===== src/rtl/sd_pkg.sv =====
// sd_pkg: shared definitions for the SD command engine.
//   - SPI SD controller register addresses (ADDR[4:1])
//   - STATUS register bit indices
//   - engine state enum, bus request struct, frame byte helper
package sd_pkg;

  localparam logic [3:0] REG_CLKDIV     = 4'd0;
  localparam logic [3:0] REG_SLAVE_SEL  = 4'd1;
  localparam logic [3:0] REG_CTRL       = 4'd2;
  localparam logic [3:0] REG_STATUS     = 4'd3;
  localparam logic [3:0] REG_SHIFT_CTRL = 4'd4;
  localparam logic [3:0] REG_INTEN      = 4'd5;
  localparam logic [3:0] REG_INTSTAT    = 4'd6;
  localparam logic [3:0] REG_INTACT     = 4'd7;
  localparam logic [3:0] REG_DATA       = 4'd8;

  localparam int STAT_RX_EMPTY = 0;

  typedef enum logic [3:0] {
    ST_IDLE, ST_WAIT_BUS, ST_SEL, ST_SHCTRL, ST_TX,
    ST_FILL, ST_RXSTAT, ST_RXDATA, ST_DONE
  } eng_state_e;

  typedef struct packed {
    logic        rw;     // 1 = read (68k convention)
    logic        uds_n;
    logic        lds_n;
    logic [3:0]  addr;
    logic [15:0] wdata;
  } bus_req_t;

  function automatic bus_req_t mk_req(input logic rw, input logic uds_n,
                                      input logic lds_n, input logic [3:0] addr,
                                      input logic [15:0] wdata);
    bus_req_t r;
    r.rw = rw; r.uds_n = uds_n; r.lds_n = lds_n; r.addr = addr; r.wdata = wdata;
    return r;
  endfunction

  // Byte n (0..5) of the 48-bit SD command frame.
  function automatic logic [7:0] frame_byte(input logic [5:0] idx, input logic [31:0] arg,
                                            input logic [6:0] crc, input logic [2:0] n);
    logic [7:0] b;
    case (n)
      3'd0:    b = {2'b01, idx};
      3'd1:    b = arg[31:24];
      3'd2:    b = arg[23:16];
      3'd3:    b = arg[15:8];
      3'd4:    b = arg[7:0];
      default: b = {crc, 1'b1};
    endcase
    return b;
  endfunction

endpackage


===== src/rtl/sd_bus_port.sv =====
// sd_bus_port: runs one timed register access toward the SD controller.
//   req/req_bits : sequencer request, held level while the sequencer wants an access
//   ack          : pulses on the last strobe cycle; rd_byte/rd_empty are valid with it
//   acc/bus      : registered strobe and address/control/data toward the controller
//   sd_rdata     : controller read data
// An access is ACC_CYCLES of strobe followed by GAP_CYCLES idle. Because ack
// fires on the last strobe cycle, the sequencer's next request is already
// present when the gap ends, so back-to-back accesses have exactly GAP_CYCLES idle.
module sd_bus_port import sd_pkg::*; #(
  parameter int ACC_CYCLES = 4,
  parameter int GAP_CYCLES = 2
) (
  input  logic        CLKCPU,
  input  logic        RESET_n,
  input  logic        req,
  input  bus_req_t    req_bits,
  output logic        ack,
  output logic [7:0]  rd_byte,
  output logic        rd_empty,
  output logic        acc,
  output bus_req_t    bus,
  input  logic [15:0] sd_rdata
);

  typedef enum logic [1:0] {P_IDLE, P_ACC, P_GAP} ph_e;

  ph_e        ph_q, ph_d;
  logic [7:0] cnt_q, cnt_d;
  bus_req_t   bus_q, bus_d;

  always_comb begin
    ph_d  = ph_q;
    cnt_d = cnt_q;
    bus_d = bus_q;
    ack   = 1'b0;
    unique case (ph_q)
      P_IDLE: if (req) begin ph_d = P_ACC; cnt_d = '0; bus_d = req_bits; end
      P_ACC: begin
        if (cnt_q == 8'(ACC_CYCLES-1)) begin ack = 1'b1; ph_d = P_GAP; cnt_d = '0; end
        else cnt_d = cnt_q + 8'd1;
      end
      P_GAP: begin
        if (cnt_q == 8'(GAP_CYCLES-1)) begin
          cnt_d = '0;
          if (req) begin ph_d = P_ACC; bus_d = req_bits; end
          else ph_d = P_IDLE;
        end else cnt_d = cnt_q + 8'd1;
      end
      default: ph_d = P_IDLE;
    endcase
  end

  always_ff @(posedge CLKCPU or negedge RESET_n) begin
    if (!RESET_n) begin
      ph_q  <= P_IDLE;
      cnt_q <= '0;
      bus_q <= mk_req(1'b1, 1'b1, 1'b1, 4'd0, 16'h0000);
    end else begin
      ph_q  <= ph_d;
      cnt_q <= cnt_d;
      bus_q <= bus_d;
    end
  end

  assign acc      = (ph_q == P_ACC);
  assign bus      = bus_q;
  // Read data is consumed by the sequencer in the ack cycle (last strobe cycle).
  assign rd_byte  = sd_rdata[15:8];
  assign rd_empty = sd_rdata[STAT_RX_EMPTY];

  // Low byte carries nothing the engine needs beyond the rx-empty flag.
  logic unused_rd;
  assign unused_rd = ^sd_rdata[7:1];

endmodule


===== src/rtl/sd_cmd_engine.sv =====
// sd_cmd_engine: SD command sequencer and register-port arbiter.
//   cmd_*  : start/index/arg/crc in; busy/done/r1/timeout out
//   cpu_*  : 68k bus request toward the controller (default owner)
//   sd_*   : controller register port
// Sends a 6-byte frame plus NCR_BYTES of 0xFF, drains one RX byte per TX byte
// and captures the first post-frame byte with bit7 clear as R1.
module sd_cmd_engine import sd_pkg::*; #(
  parameter int ACC_CYCLES    = 4,
  parameter int GAP_CYCLES    = 2,
  parameter int NCR_BYTES     = 8,
  parameter int STAT_POLL_MAX = 1023
) (
  input  logic        CLKCPU,
  input  logic        RESET_n,
  input  logic        cmd_start,
  input  logic [5:0]  cmd_index,
  input  logic [31:0] cmd_arg,
  input  logic [6:0]  cmd_crc,
  output logic        cmd_busy,
  output logic        cmd_done,
  output logic [7:0]  cmd_r1,
  output logic        cmd_timeout,
  input  logic        cpu_access,
  input  logic        cpu_RW,
  input  logic        cpu_UDS_n,
  input  logic        cpu_LDS_n,
  input  logic [3:0]  cpu_ADDR,
  input  logic [15:0] cpu_wdata,
  output logic        cpu_dtack_n,
  output logic        sd_access,
  output logic        sd_RW,
  output logic        sd_UDS_n,
  output logic        sd_LDS_n,
  output logic [3:0]  sd_ADDR,
  output logic [15:0] sd_wdata,
  input  logic [15:0] sd_rdata,
  input  logic        sd_dtack_n
);

  localparam int RX_BYTES = 6 + NCR_BYTES;
  localparam int PW       = $clog2(STAT_POLL_MAX + 1);

  eng_state_e    st_q, st_d;
  logic [5:0]    idx_q, idx_d;
  logic [31:0]   arg_q, arg_d;
  logic [6:0]    crc_q, crc_d;
  logic [7:0]    r1_q, r1_d;
  logic          to_q, to_d;
  logic          grant_q, grant_d;
  logic [4:0]    cnt_q, cnt_d;
  logic [PW-1:0] poll_q, poll_d;

  logic     req, ack, rd_empty, eng_acc;
  logic [7:0] rd_byte;
  bus_req_t rq, eng_bus;

  sd_bus_port #(.ACC_CYCLES(ACC_CYCLES), .GAP_CYCLES(GAP_CYCLES)) u_port (
    .CLKCPU(CLKCPU), .RESET_n(RESET_n), .req(req), .req_bits(rq), .ack(ack),
    .rd_byte(rd_byte), .rd_empty(rd_empty), .acc(eng_acc), .bus(eng_bus),
    .sd_rdata(sd_rdata)
  );

  // r1_q is preset to 0xFF on start, so r1_q[7]=1 means "no R1 captured yet".
  always_comb begin
    st_d = st_q; idx_d = idx_q; arg_d = arg_q; crc_d = crc_q;
    r1_d = r1_q; to_d = to_q; grant_d = grant_q; cnt_d = cnt_q; poll_d = poll_q;
    req  = 1'b0;
    rq   = mk_req(1'b1, 1'b1, 1'b1, 4'd0, 16'h0000);
    unique case (st_q)
      ST_IDLE: if (cmd_start) begin
        idx_d = cmd_index; arg_d = cmd_arg; crc_d = cmd_crc;
        r1_d = 8'hFF; to_d = 1'b0; st_d = ST_WAIT_BUS;
      end
      ST_WAIT_BUS: if (!cpu_access) begin grant_d = 1'b1; st_d = ST_SEL; end
      ST_SEL: begin
        req = 1'b1;
        rq  = mk_req(1'b0, 1'b0, 1'b0, REG_SLAVE_SEL, 16'h0001);
        if (ack) st_d = ST_SHCTRL;
      end
      ST_SHCTRL: begin
        req = 1'b1;
        rq  = mk_req(1'b0, 1'b0, 1'b0, REG_SHIFT_CTRL, {3'b000, 13'(RX_BYTES)});
        if (ack) begin cnt_d = '0; st_d = ST_TX; end
      end
      ST_TX: begin
        req = 1'b1;
        rq  = mk_req(1'b0, 1'b0, 1'b1, REG_DATA,
                     {frame_byte(idx_q, arg_q, crc_q, cnt_q[2:0]), 8'h00});
        if (ack) begin
          if (cnt_q == 5'd5) begin cnt_d = '0; st_d = ST_FILL; end
          else cnt_d = cnt_q + 5'd1;
        end
      end
      ST_FILL: begin
        req = 1'b1;
        rq  = mk_req(1'b0, 1'b0, 1'b1, REG_DATA, 16'hFF00);
        if (ack) begin
          if (cnt_q == 5'(NCR_BYTES-1)) begin cnt_d = '0; poll_d = '0; st_d = ST_RXSTAT; end
          else cnt_d = cnt_q + 5'd1;
        end
      end
      ST_RXSTAT: begin
        req = 1'b1;
        rq  = mk_req(1'b1, 1'b0, 1'b0, REG_STATUS, 16'h0000);
        if (ack) begin
          if (!rd_empty) begin poll_d = '0; st_d = ST_RXDATA; end
          else if (poll_q == PW'(STAT_POLL_MAX-1)) begin
            r1_d = 8'hFF; to_d = 1'b1; st_d = ST_DONE;
          end else poll_d = poll_q + 1'b1;
        end
      end
      ST_RXDATA: begin
        req = 1'b1;
        rq  = mk_req(1'b1, 1'b0, 1'b1, REG_DATA, 16'h0000);
        if (ack) begin
          // Frame-time echo bytes (first 6) never count as R1.
          if (cnt_q >= 5'd6 && r1_q[7] && !rd_byte[7]) r1_d = rd_byte;
          if (cnt_q == 5'(RX_BYTES-1)) begin to_d = r1_d[7]; st_d = ST_DONE; end
          else begin cnt_d = cnt_q + 5'd1; st_d = ST_RXSTAT; end
        end
      end
      ST_DONE: begin grant_d = 1'b0; st_d = ST_IDLE; end
      default: st_d = ST_IDLE;
    endcase
  end

  always_ff @(posedge CLKCPU or negedge RESET_n) begin
    if (!RESET_n) begin
      st_q <= ST_IDLE; idx_q <= '0; arg_q <= '0; crc_q <= '0;
      r1_q <= 8'hFF; to_q <= 1'b0; grant_q <= 1'b0; cnt_q <= '0; poll_q <= '0;
    end else begin
      st_q <= st_d; idx_q <= idx_d; arg_q <= arg_d; crc_q <= crc_d;
      r1_q <= r1_d; to_q <= to_d; grant_q <= grant_d; cnt_q <= cnt_d; poll_q <= poll_d;
    end
  end

  assign cmd_busy    = (st_q != ST_IDLE) && (st_q != ST_DONE);
  assign cmd_done    = (st_q == ST_DONE);
  assign cmd_r1      = r1_q;
  assign cmd_timeout = to_q;

  // Reset gates the strobe combinationally so nothing reaches the controller
  // while RESET_n is low, even with a CPU request pending.
  assign sd_access   = RESET_n & (grant_q ? eng_acc : cpu_access);
  assign sd_RW       = grant_q ? eng_bus.rw    : cpu_RW;
  assign sd_UDS_n    = grant_q ? eng_bus.uds_n : cpu_UDS_n;
  assign sd_LDS_n    = grant_q ? eng_bus.lds_n : cpu_LDS_n;
  assign sd_ADDR     = grant_q ? eng_bus.addr  : cpu_ADDR;
  assign sd_wdata    = grant_q ? eng_bus.wdata : cpu_wdata;
  assign cpu_dtack_n = grant_q ? 1'b1          : sd_dtack_n;

endmodule


===== config.mk =====
export PLATFORM = sky130hd
export DESIGN_NAME = sd_cmd_engine
export DESIGN_NICKNAME = d
export VERILOG_FILES = /design/src/rtl/sd_pkg.sv /design/src/rtl/sd_bus_port.sv /design/src/rtl/sd_cmd_engine.sv
export SDC_FILE = /design/constraint.sdc
export NUM_CORES = 1
export LEC_CHECK = 0
export CORE_MARGIN = 5
export CORE_UTILIZATION = 50
export CTS_CLUSTER_DIAMETER = 40
export DETAILED_ROUTE_END_ITERATION = 6
export GPL_TIMING_DRIVEN = 1
export PLACE_DENSITY = 0.79
export SLEW_MARGIN = 20
export SYNTH_ARGS = -nofsm -noshare
export SYNTH_HDL_FRONTEND = slang
export SYNTH_HIERARCHICAL = 1
export SYNTH_SLANG_ARGS = --single-unit

===== constraint.sdc =====
create_clock -name CLKCPU -period 3.9 [get_ports CLKCPU]
set_input_delay 0.78 -clock CLKCPU [delete_from_list [all_inputs] [get_ports CLKCPU]]
set_output_delay 0.78 -clock CLKCPU [all_outputs]
set_load 0.005 [all_outputs]

==> metrics.md, run 1 <==
| Metric | Value |
|---|---|
| TritonCTS clock tree | `built` |
| CP Launch Type | `flip-flop` |
| Fill count | `894` |
| Top cells by area, synth | `dfrtp_1, mux2_2, mux2_4, dfstp_2, o21ai_0` |
| Simple-gate share of the synthesized area | `0.120` |
| Largest net degree at the start of global routing | `83` |
| Complex-gate fraction of the synthesized area | `0.140` |
| Initial Utilization | `0.510` |
| Wire per inst | `17.8 microns` |
| Die Span Y | `118 microns` |
| Sequential Power Share | `0.398` |
| Max Cap Viol | `0` |
| Worst Path Buf+Inv | `2` |
| Total Power | `4380 uW` |
| Nets@finish | `723` |
| Internal power | `2940 uW` |
| Post-synthesis sequential area ratio | `0.462` |
| DP HPWL | `10.1 mm` |
| Yosys Warn Count | `6` |
| Post-CTS Setup Bufs | `0` |
| Via Count | `4502` |
| WHS | `316 ps` |
| Clock power share | `0.206` |
| Number of H-tree levels | `3` |
| Setup CP Type | `reg2out` |
| I/O Buffers | `117` |
| Commonest cells post-synth | `dfrtp_1, mux2_2, nand2_1, o21ai_0, nor2_1` |
| Crit path cell chain | `buf_4 > mux2_2 > clkdlybuf4s50_1` |
| Slew margin rel. | `0.510` |
| Yosys cell types | `67` |
| WL final | `13.7 mm` |
| Fin. Hold Viols | `0` |
| CTS Root Cell | `clkbuf_16` |
| First-pass GRT wire length | `23.1 mm` |
| Yosys reg bits | `107` |
| Fmax | `336 MHz` |
| Actual slew at the worst max-slew pin | `736 ps` |
| Synth Area in Adders | `0.0279` |
| Synth Flop Type | `dfrtp_1` |
| Length of the first detailed-routing pass in iterations | `6` |
| Vias/cell | `5.85` |
| Worst path max stage delay | `690 ps` |
| Total gr overflow | `0` |
| Pleak | `0.00306 uW` |
| Count leader, synth | `dfrtp_1` |
| Post-synthesis mux area share | `0.199` |
| Cell Rows | `39` |
| Post-synthesis async set-or-reset flop share | `1.00` |
| Clk pin slew, worst setup/hold paths | `70 ps` |
| Status | `finished, final reports clean` |
| Core Region | `11400 sq um` |
| Delay-heaviest family, CP | `buffers and inverters` |
| CTS max path bufs | `2` |
| Post-Synthesis Cells | `520` |
| Final worst slack | `922 ps` |
| Vias in the first global route | `4712` |
| Endpoint type of the worst setup path | `primary output` |
| Final period util | `0.764` |
| DP Cell Count | `753` |
| Area leader, netlist | `dfrtp_1` |
| Arrival @ worst endpoint | `2200 ps` |
| Final setup viols | `0` |
| Worst-path maximum fanout | `16` |
| Worst-skew pair later-pin latency | `360 ps` |
| DRT antenna net count | `0` |
| Critical-path top delay cell | `dfrtp_1` |
| Final std cells w/o fill | `769` |
| Initial DRC Count | `243` |
| Avg Cell Area, Syn | `11.2 sq um` |
| Layout cells sized above 1 | `0.225` |
| Slew Viols, Final | `0` |
| All-layer global routing usage | `0.199` |
| Setup WS pre-CTS | `1050 ps` |
| Largest family of logic cells by synthesized area | `multiplexers` |
| Post_cts resized | `0` |
| Area Growth Syn to Fin | `25.8%` |
| Die area | `13900 sq um` |
| Hold Path Class | `in2async` |
| Pwr dens | `598 nW/um^2` |
| Setup TNS | `0 ps` |
| Post-synthesis xor/xnor area fraction | `0.00601` |
| CTS Buf Count | `9` |
| ANT cells | `0` |
| CTS Hold Buffers Added | `0` |
| I/O pin count | `125` |
| Clk_skew | `10.9 ps` |
| Gpl congestion | `0.858` |
| Synthesized cell area | `5830 sq um` |
| Min Tclk post-route | `2980 ps` |
| Chip width | `118 microns` |
| Initial antenna violation count | `0` |
| Number of flops mapped to enable cells by yosys | `0` |
| Clock sinks | `107` |
| Critical Path RT | `3120 ps` |
| RSZ-0062 raised after global routing | `no` |
| Comb pwr share | `0.396` |
| Peak supply drop | `0.437 mV` |
| Psw | `1440 uW` |
| DR DRC count | `0` |
| Synth top area share | `0.412` |
| Sw Ratio | `0.329` |
[power by group through the flow]
| stage | Combinational [uW] | Clock (uW) | Sequential [uW] |
|---|---|---|---|
| finish | 1740 | 902 | 1750 |
| global route | 1880 | 967 | 1790 |
| CTS | 1750 | 920 | 1740 |
| detailed placement | 1730 | 0 | 1760 |
| global placement | 1670 | 0 | 1740 |
| floorplan | 1300 | 0 | 1630 |
[path summary, 6_finish.rpt]
check	start	to	slack, ps	depth (start not counted)
setup / recovery	grant_q	sd_wdata[5]	920	3
min in group CLKCPU	arg_q[0]	arg_q[0]	500	1
hold / removal	RESET_n	poll_q[8]	320	1
hold reg to reg	arg_q[0]	arg_q[0]	500	1
setup reg to reg	u_port/cnt_q[6]	cmd_timeout	1170	7
max in group asynchronous	RESET_n	arg_q[11]	2550	2
[layer usage]
| layer | vias up | GRT usage | part of all wire |
|---|---|---|---|
| li1 | 2119 | - | - |
| met1 | 2212 | 0.242 | 0.41 |
| met2 | 141 | 0.341 | 0.51 |
| met3 | 30 | 0.0466 | 0.056 |
| met4 | 0 | 0.0760 | 0.020 |
| met5 | - | 0 | 0 |
[state kept, by name (all words and copies together) (netlist names)]
signal,count
arg_q,32
u_port/bus,23
poll_q,10
cmd_r1,8
u_port/cnt_q,8
crc_q,7
idx_q,6
cnt_q,5
st_q,4
u_port/ph_q,2
cmd_timeout,1
grant_q,1
[cell families after synthesis]
| group | after synthesis |
|---|---|
| buffers and inverters | 54 |
| AO/OA/AOI/OAI | 117 |
| other | 1 |
| XOR/XNOR | 4 |
| flip-flops | 107 |
| multiplexers | 96 |
| adder cells (fa/ha/maj) | 13 |
| AND/OR/NAND/NOR | 128 |
[per-stage QoR]
step | cell area [sq um] | util
final | 7330 | 0.642
after global routing | 7330 | 0.642
after CTS | 7330 | 0.642
after detailed placement | 7040 | 0.616
after global placement | 7040 | 0.616
after floorplan | 5840 | -
[cell type report]
cell class                      instances  area, sq um  share of cell area
Multi-Input combinational cell        362         2890               0.394
Sequential cell                       107         2690               0.367
Clock inverter                          7         63.8             0.00871
Timing Repair Buffer                  122         1210               0.165
Inverter                               19         71.3             0.00973
Clock buffer                            9          225              0.0307
Tap cell                              143          179              0.0244
[cells in the final DEF (no fill, tap or decap), types with 6 or more instances in the layout]
cell type        instances
mux2_4                  21
nor2_1                  26
ha_1                    13
o21ai_0                 37
clkbuf_16                9
inv_1                   18
mux2_2                  73
nor3_1                  11
a222oi_1                 6
o22a_1                   8
o31ai_1                  7
nand3_1                 14
nand2_1                 37
dfstp_2                 11
clkdlybuf4s50_1        116
dfrtp_1                 96
a221oi_1                 7
a21oi_1                 14
Note: power is estimated with default switching activity, not from simulation.
==> run 2: changes to the inputs <==
==> constraint.sdc (replaced) <==
create_clock -name CLKCPU -period 2.77 [get_ports CLKCPU]
set_input_delay 0.554 -clock CLKCPU [delete_from_list [all_inputs] [get_ports CLKCPU]]
set_output_delay 0.554 -clock CLKCPU [all_outputs]
set_load 0.005 [all_outputs]
==> run 2 against run 1 <==
  * Clock power up 47%
  * Clock-buffer cell count unchanged
  * Core utilization up 0.93 points
  * Worst hold slack better by 20 ps
  * Sequential share of layout area down 0.53 points
  * Sequential power up 38%
  * Cell count up 1.4%
  * Cell area up 1.5%
  * Global-route usage up 0.77 points
  * Clock skew down 2.1 ps
  * Power up 44%
  * Wire length up 3.5%
==> metrics.md, run 2 (synthesis results as in run 1) <==
| Metric | Value |
|---|---|
| Initial Utilization | `0.510` |
| Post_cts resized | `0` |
| Wire per inst | `18.2 microns` |
| Most frequent cells in the layout | `clkdlybuf4s50_1, dfrtp_1, mux2_2, o21ai_0, nand2_1` |
| Worst-path maximum fanout | `11` |
| Peak supply drop | `0.465 mV` |
| Met2 usage | `0.363` |
| First-pass GRT wire length | `23.8 mm` |
| Fin. Hold Viols | `0` |
| Final worst slack | `186 ps` |
| Cell Rows | `39` |
| Final setup viols | `0` |
| Clock power share | `0.211` |
| Slew margin rel. | `0.469` |
| Worst-skew pair later-pin latency | `360 ps` |
| DRT antenna net count | `0` |
| Slew Viols, Final | `0` |
| Vias in the first global route | `4839` |
| Nets@finish | `734` |
| CP Launch Type | `flip-flop` |
| Number of H-tree levels | `3` |
| Sequential Power Share | `0.382` |
| Core Region | `11400 sq um` |
| TritonCTS clock tree | `built` |
| Largest net degree at the start of global routing | `56` |
| ANT cells | `0` |
| Pwr dens | `847 nW/um^2` |
| Max Cap Viol | `0` |
| Hold Path Class | `in2async` |
| Die area | `13900 sq um` |
| Endpoint type of the worst setup path | `primary output` |
| Post-CTS Setup Bufs | `0` |
| Setup WS pre-CTS | `331 ps` |
| I/O Buffers | `117` |
| Comb pwr share | `0.407` |
| Gpl congestion | `0.872` |
| CTS Hold Buffers Added | `0` |
| Die Span Y | `118 microns` |
| DR DRC count | `0` |
| DP Cell Count | `764` |
| Clock sinks | `107` |
| Fmax | `387 MHz` |
| Status | `finished, final reports clean` |
| Length of the first detailed-routing pass in iterations | `6` |
| Area after DPL | `7120 sq um` |
| Pleak | `0.00313 uW` |
| DP HPWL | `10.6 mm` |
| Layout cells sized above 1 | `0.239` |
| Most Used Layer, Global Route | `met2` |
| I/O pin count | `125` |
| CTS max path bufs | `2` |
| Clk pin slew, worst setup/hold paths | `80 ps` |
| Critical Path RT | `2220 ps` |
| Max reg flops | `32` |
| Final std cells w/o fill | `780` |
| Psw | `2090 uW` |
| Actual slew at the worst max-slew pin | `790 ps` |
| Most common cell after layout, fill and taps aside | `clkdlybuf4s50_1` |
| Min Tclk post-route | `2580 ps` |
| Sw Ratio | `0.332` |
| Via Count | `4587` |
| CTS Buf Count | `9` |
| Vias/cell | `5.88` |
| Reg with most FFs | `arg_q` |
| Initial DRC Count | `231` |
| Area Growth Syn to Fin | `27.6%` |
| Global-route met1 utilization | `0.251` |
| Total gr overflow | `0` |
| Internal power | `4210 uW` |
| RSZ-0062 raised after global routing | `no` |
| Design Area, Final | `7440 sq um` |
| Arrival @ worst endpoint | `2030 ps` |
| Final period util | `0.933` |
| Total Power | `6300 uW` |
| Setup CP Type | `reg2out` |
| CTS Root Cell | `clkbuf_16` |
| Chip width | `118 microns` |
| Clk_skew | `8.83 ps` |
| Setup TNS | `0 ps` |
| All-layer global routing usage | `0.206` |
| Initial antenna violation count | `0` |
| WL final | `14.2 mm` |
| Met3 Use GR | `0.0447` |
run 2: cell count changes in the layout (fill, tap and decap cells not counted), sizes merged:
cell | previous run | this run
clkinvlp | 1 | 0
buf | 6 | 17
clkinv | 2 | 4
inv | 23 | 22
run 2: worst paths after layout:
check / start / slack, ps / cells past startpoint / endpoint
max: st_q[1] / 190 / 3 / cmd_done
min: RESET_n / 340 / 2 / poll_q[8]
max reg2reg: cnt_q[1] / 300 / 6 / st_q[2]
min reg2reg: arg_q[23] / 510 / 1 / arg_q[23]
max in group asynchronous: RESET_n / 1960 / 2 / idx_q[3]
min in group CLKCPU: arg_q[23] / 510 / 1 / arg_q[23]
run 2: critical path, stage by stage, from the launching register on:
cell	delay [ps]
dfrtp_1	520
or3_1	510
nor2_1	130
clkdlybuf4s50_1	510
run 2: area by class of cell:
type / count / area [sq um]
clock buffers: 9 / 225
multi-input cells: 362 / 2890
inverters: 19 / 71.3
fillers: 902 / 3980
well taps: 143 / 179
flip-flops and latches: 107 / 2690
repair buffers: 133 / 1290
clock inverters: 7 / 91.3
run 2: through the flow:
stage | hold slack (ps) | utilization
after floorplan | 258 | -
after global placement | 484 | 0.623
after detailed placement | 491 | 0.623
after CTS | 355 | 0.651
after global routing | 394 | 0.651
final | 335 | 0.651
run 2: power groups by stage:
stage	Sequential, uW	Clock (uW)	Combinational [uW]
2_1_floorplan	2300	0	1830
3_3_place_gp	2400	0	2450
3_5_place_dp	2430	0	2550
4_1_cts	2400	1350	2570
5_1_grt	2470	1400	2790
6_report	2410	1330	2560
run 2: per-layer routing:
metal / share of wire / vias up / wire (microns)
li1: - / 2145 / -
met1: 0.41 / 2231 / 5770
met2: 0.52 / 179 / 7310
met3: 0.058 / 32 / 820
met4: 0.020 / 0 / 285
met5: 0 / - / 0
==> run 3: changes to the inputs <==
==> constraint.sdc (replaced) <==
create_clock -name CLKCPU -period 3.3 [get_ports CLKCPU]
set_input_delay 0.66 -clock CLKCPU [delete_from_list [all_inputs] [get_ports CLKCPU]]
set_output_delay 0.66 -clock CLKCPU [all_outputs]
set_load 0.005 [all_outputs]
==> run 3 against run 2 <==
  * Clock-buffer cell count unchanged
  * Setup slack better by 350 ps
  * Largest cell class unchanged
  * Power down 17%
  * Global-route usage down 0.46 points
  * First-iteration DRC count up 9.5%
  * Combinational power down 19%
  * Die area unchanged
  * Clock power down 19%
  * Critical path depth unchanged
  * Cell count down 1.0%
  * Sequential share of layout area up 0.35 points
  * Sequential power down 15%
==> metrics.md, run 3 (synthesis results as in run 1) <==
| Metric | Value |
|---|---|
| Status | `finished, final reports clean` |
| Total gr overflow | `0` |
| Initial DRC Count | `253` |
| DR DRC count | `0` |
| First-pass GRT wire length | `23.4 mm` |
| Wire per inst | `18.5 microns` |
| DRT antenna net count | `0` |
| I/O pin count | `125` |
| All-layer global routing usage | `0.202` |
| Core Region | `11400 sq um` |
| FF-to-FF setup slack | `680 ps` |
| Delay-heaviest family, CP | `simple AND/OR/NAND/NOR gates` |
| CTS max path bufs | `2` |
| R2R Path End | `u_port/bus[3]` |
| Reg with most FFs | `arg_q` |
| Critical-path top delay cell | `dfrtp_1` |
| Actual slew at the worst max-slew pin | `759 ps` |
| Die Span Y | `118 microns` |
| Die area | `13900 sq um` |
| Pwr dens | `709 nW/um^2` |
| Post-CTS Setup Bufs | `0` |
| CTS Buf Count | `9` |
| Area Growth Syn to Fin | `26.4%` |
| Fill count | `909` |
| Crit path to | `cmd_done` |
| Design Area, Final | `7360 sq um` |
| Critical Path RT | `2640 ps` |
| CTS Root Cell | `clkbuf_16` |
| DP HPWL | `10.5 mm` |
| Worst-skew pair later-pin latency | `350 ps` |
| Arrival @ worst endpoint | `2110 ps` |
| Cell Rows | `39` |
| Min Tclk post-route | `2770 ps` |
| Peak supply drop | `0.403 mV` |
| Setup WS pre-CTS | `721 ps` |
| Register Area | `2690 sq um` |
| Max reg flops | `32` |
| Pleak | `0.00308 uW` |
| Worst setup path start | `st_q[1]` |
| Clk pin slew, worst setup/hold paths | `70 ps` |
| Final worst slack | `531 ps` |
| Most common cell after layout, fill and taps aside | `clkdlybuf4s50_1` |
| Multi-input gate area | `2890 sq um` |
| Worst-case reg-to-reg path depth | `5` |
| Worst Path Buf+Inv | `1` |
| Initial Utilization | `0.510` |
| Post_cts resized | `0` |
| TritonCTS clock tree | `built` |
| I/O Buffers | `117` |
| Number of H-tree levels | `3` |
| Initial antenna violation count | `0` |
| Vias in the first global route | `4688` |
| Endpoint type of the worst setup path | `primary output` |
| Largest net degree at the start of global routing | `62` |
| Gpl congestion | `0.830` |
| Length of the first detailed-routing pass in iterations | `5` |
| Max Cap Viol | `0` |
| Fmax | `361 MHz` |
| ANT cells | `0` |
| Clock sinks | `107` |
| Most frequent cells in the layout | `clkdlybuf4s50_1, dfrtp_1, mux2_2, o21ai_0, nand2_1` |
| Area after DPL | `7060 sq um` |
| Slew Viols, Final | `0` |
| Layout cells sized above 1 | `0.229` |
| Worst reg2reg startpoint | `st_q[1]` |
| WL final | `14.3 mm` |
| CP Launch Type | `flip-flop` |
| Clk_skew | `14.1 ps` |
| Via Count | `4552` |
| Setup CP Type | `reg2out` |
| Hold Path Class | `in2async` |
| Fin. Hold Viols | `0` |
| Worst path max stage delay | `600 ps` |
| Chip width | `118 microns` |
| Nets@finish | `726` |
| CTS Hold Buffers Added | `0` |
| Final setup viols | `0` |
| Vias/cell | `5.90` |
| Slew margin rel. | `0.494` |
| Worst-path maximum fanout | `20` |
| Final period util | `0.839` |
| Setup TNS | `0 ps` |
| Crit path depth | `3` |
| RSZ-0062 raised after global routing | `no` |
| Crit path cell chain | `or3_1 > nor2_1 > clkdlybuf4s50_1` |
[run 3: changes by cell type in the layout (fill, tap and decap cells not counted), sizes merged]
| cell | before | now |
|---|---|---|
| buf | 17 | 9 |
| inv | 22 | 21 |
| clkinv | 4 | 5 |
[run 3: power by group]
group	switching [uW]	internal, uW	total [uW]
logic	879	1190	2070
registers	310	1750	2060
clock network	542	542	1080
total	1730	3490	5220
[run 3: worst min-delay path by stage]
stage          cells after the start     start         to  slack, ps
2_1_floorplan                      0   RESET_n   arg_q[0]        360
3_3_place_gp                       1  arg_q[0]   arg_q[0]        480
3_5_place_dp                       1  arg_q[4]   arg_q[4]        490
4_1_cts                            2   RESET_n  poll_q[8]        450
5_1_grt                            2   RESET_n  poll_q[8]        490
6_report                           2   RESET_n  poll_q[9]        410
[run 3: worst reg2reg max path, stage by stage, from the launching register on]
cell,delay (ps)
dfrtp_1,710
nor2_1,190
nor2_1,370
a21boi_4,470
buf_4,380
mux2_2,390
[run 3: layer usage]
metal,up-vias,global-route usage,share of wire,wire length [microns]
met5,-,0,0,0
met3,28,0.0481,0.054,776
met2,155,0.359,0.52,7400
li1,2122,-,-,-
met4,0,0.0559,0.018,261
met1,2247,0.243,0.41,5850
[run 3: metrics by stage]
| stage | utilization | total power [uW] | hold WS, ps | cells |
|---|---|---|---|---|
| 6_report | 0.645 | 5220 | 406 | 772 |
| 5_1_grt | 0.645 | 5500 | 489 | 772 |
| 2_1_floorplan | - | 3460 | 364 | 523 |
| 3_5_place_dp | 0.618 | 4150 | 494 | 756 |
| 4_1_cts | 0.645 | 5240 | 447 | 772 |
| 3_3_place_gp | 0.618 | 4030 | 484 | 756 |
[run 3: final cells by class]
cell class | instances | area share
Clock inverter | 7 | 0.0109
Timing Repair Buffer | 125 | 0.167
Inverter | 19 | 0.00968
Clock buffer | 9 | 0.0306
Sequential cell | 107 | 0.365
Tap cell | 143 | 0.0243
Multi-Input combinational cell | 362 | 0.392
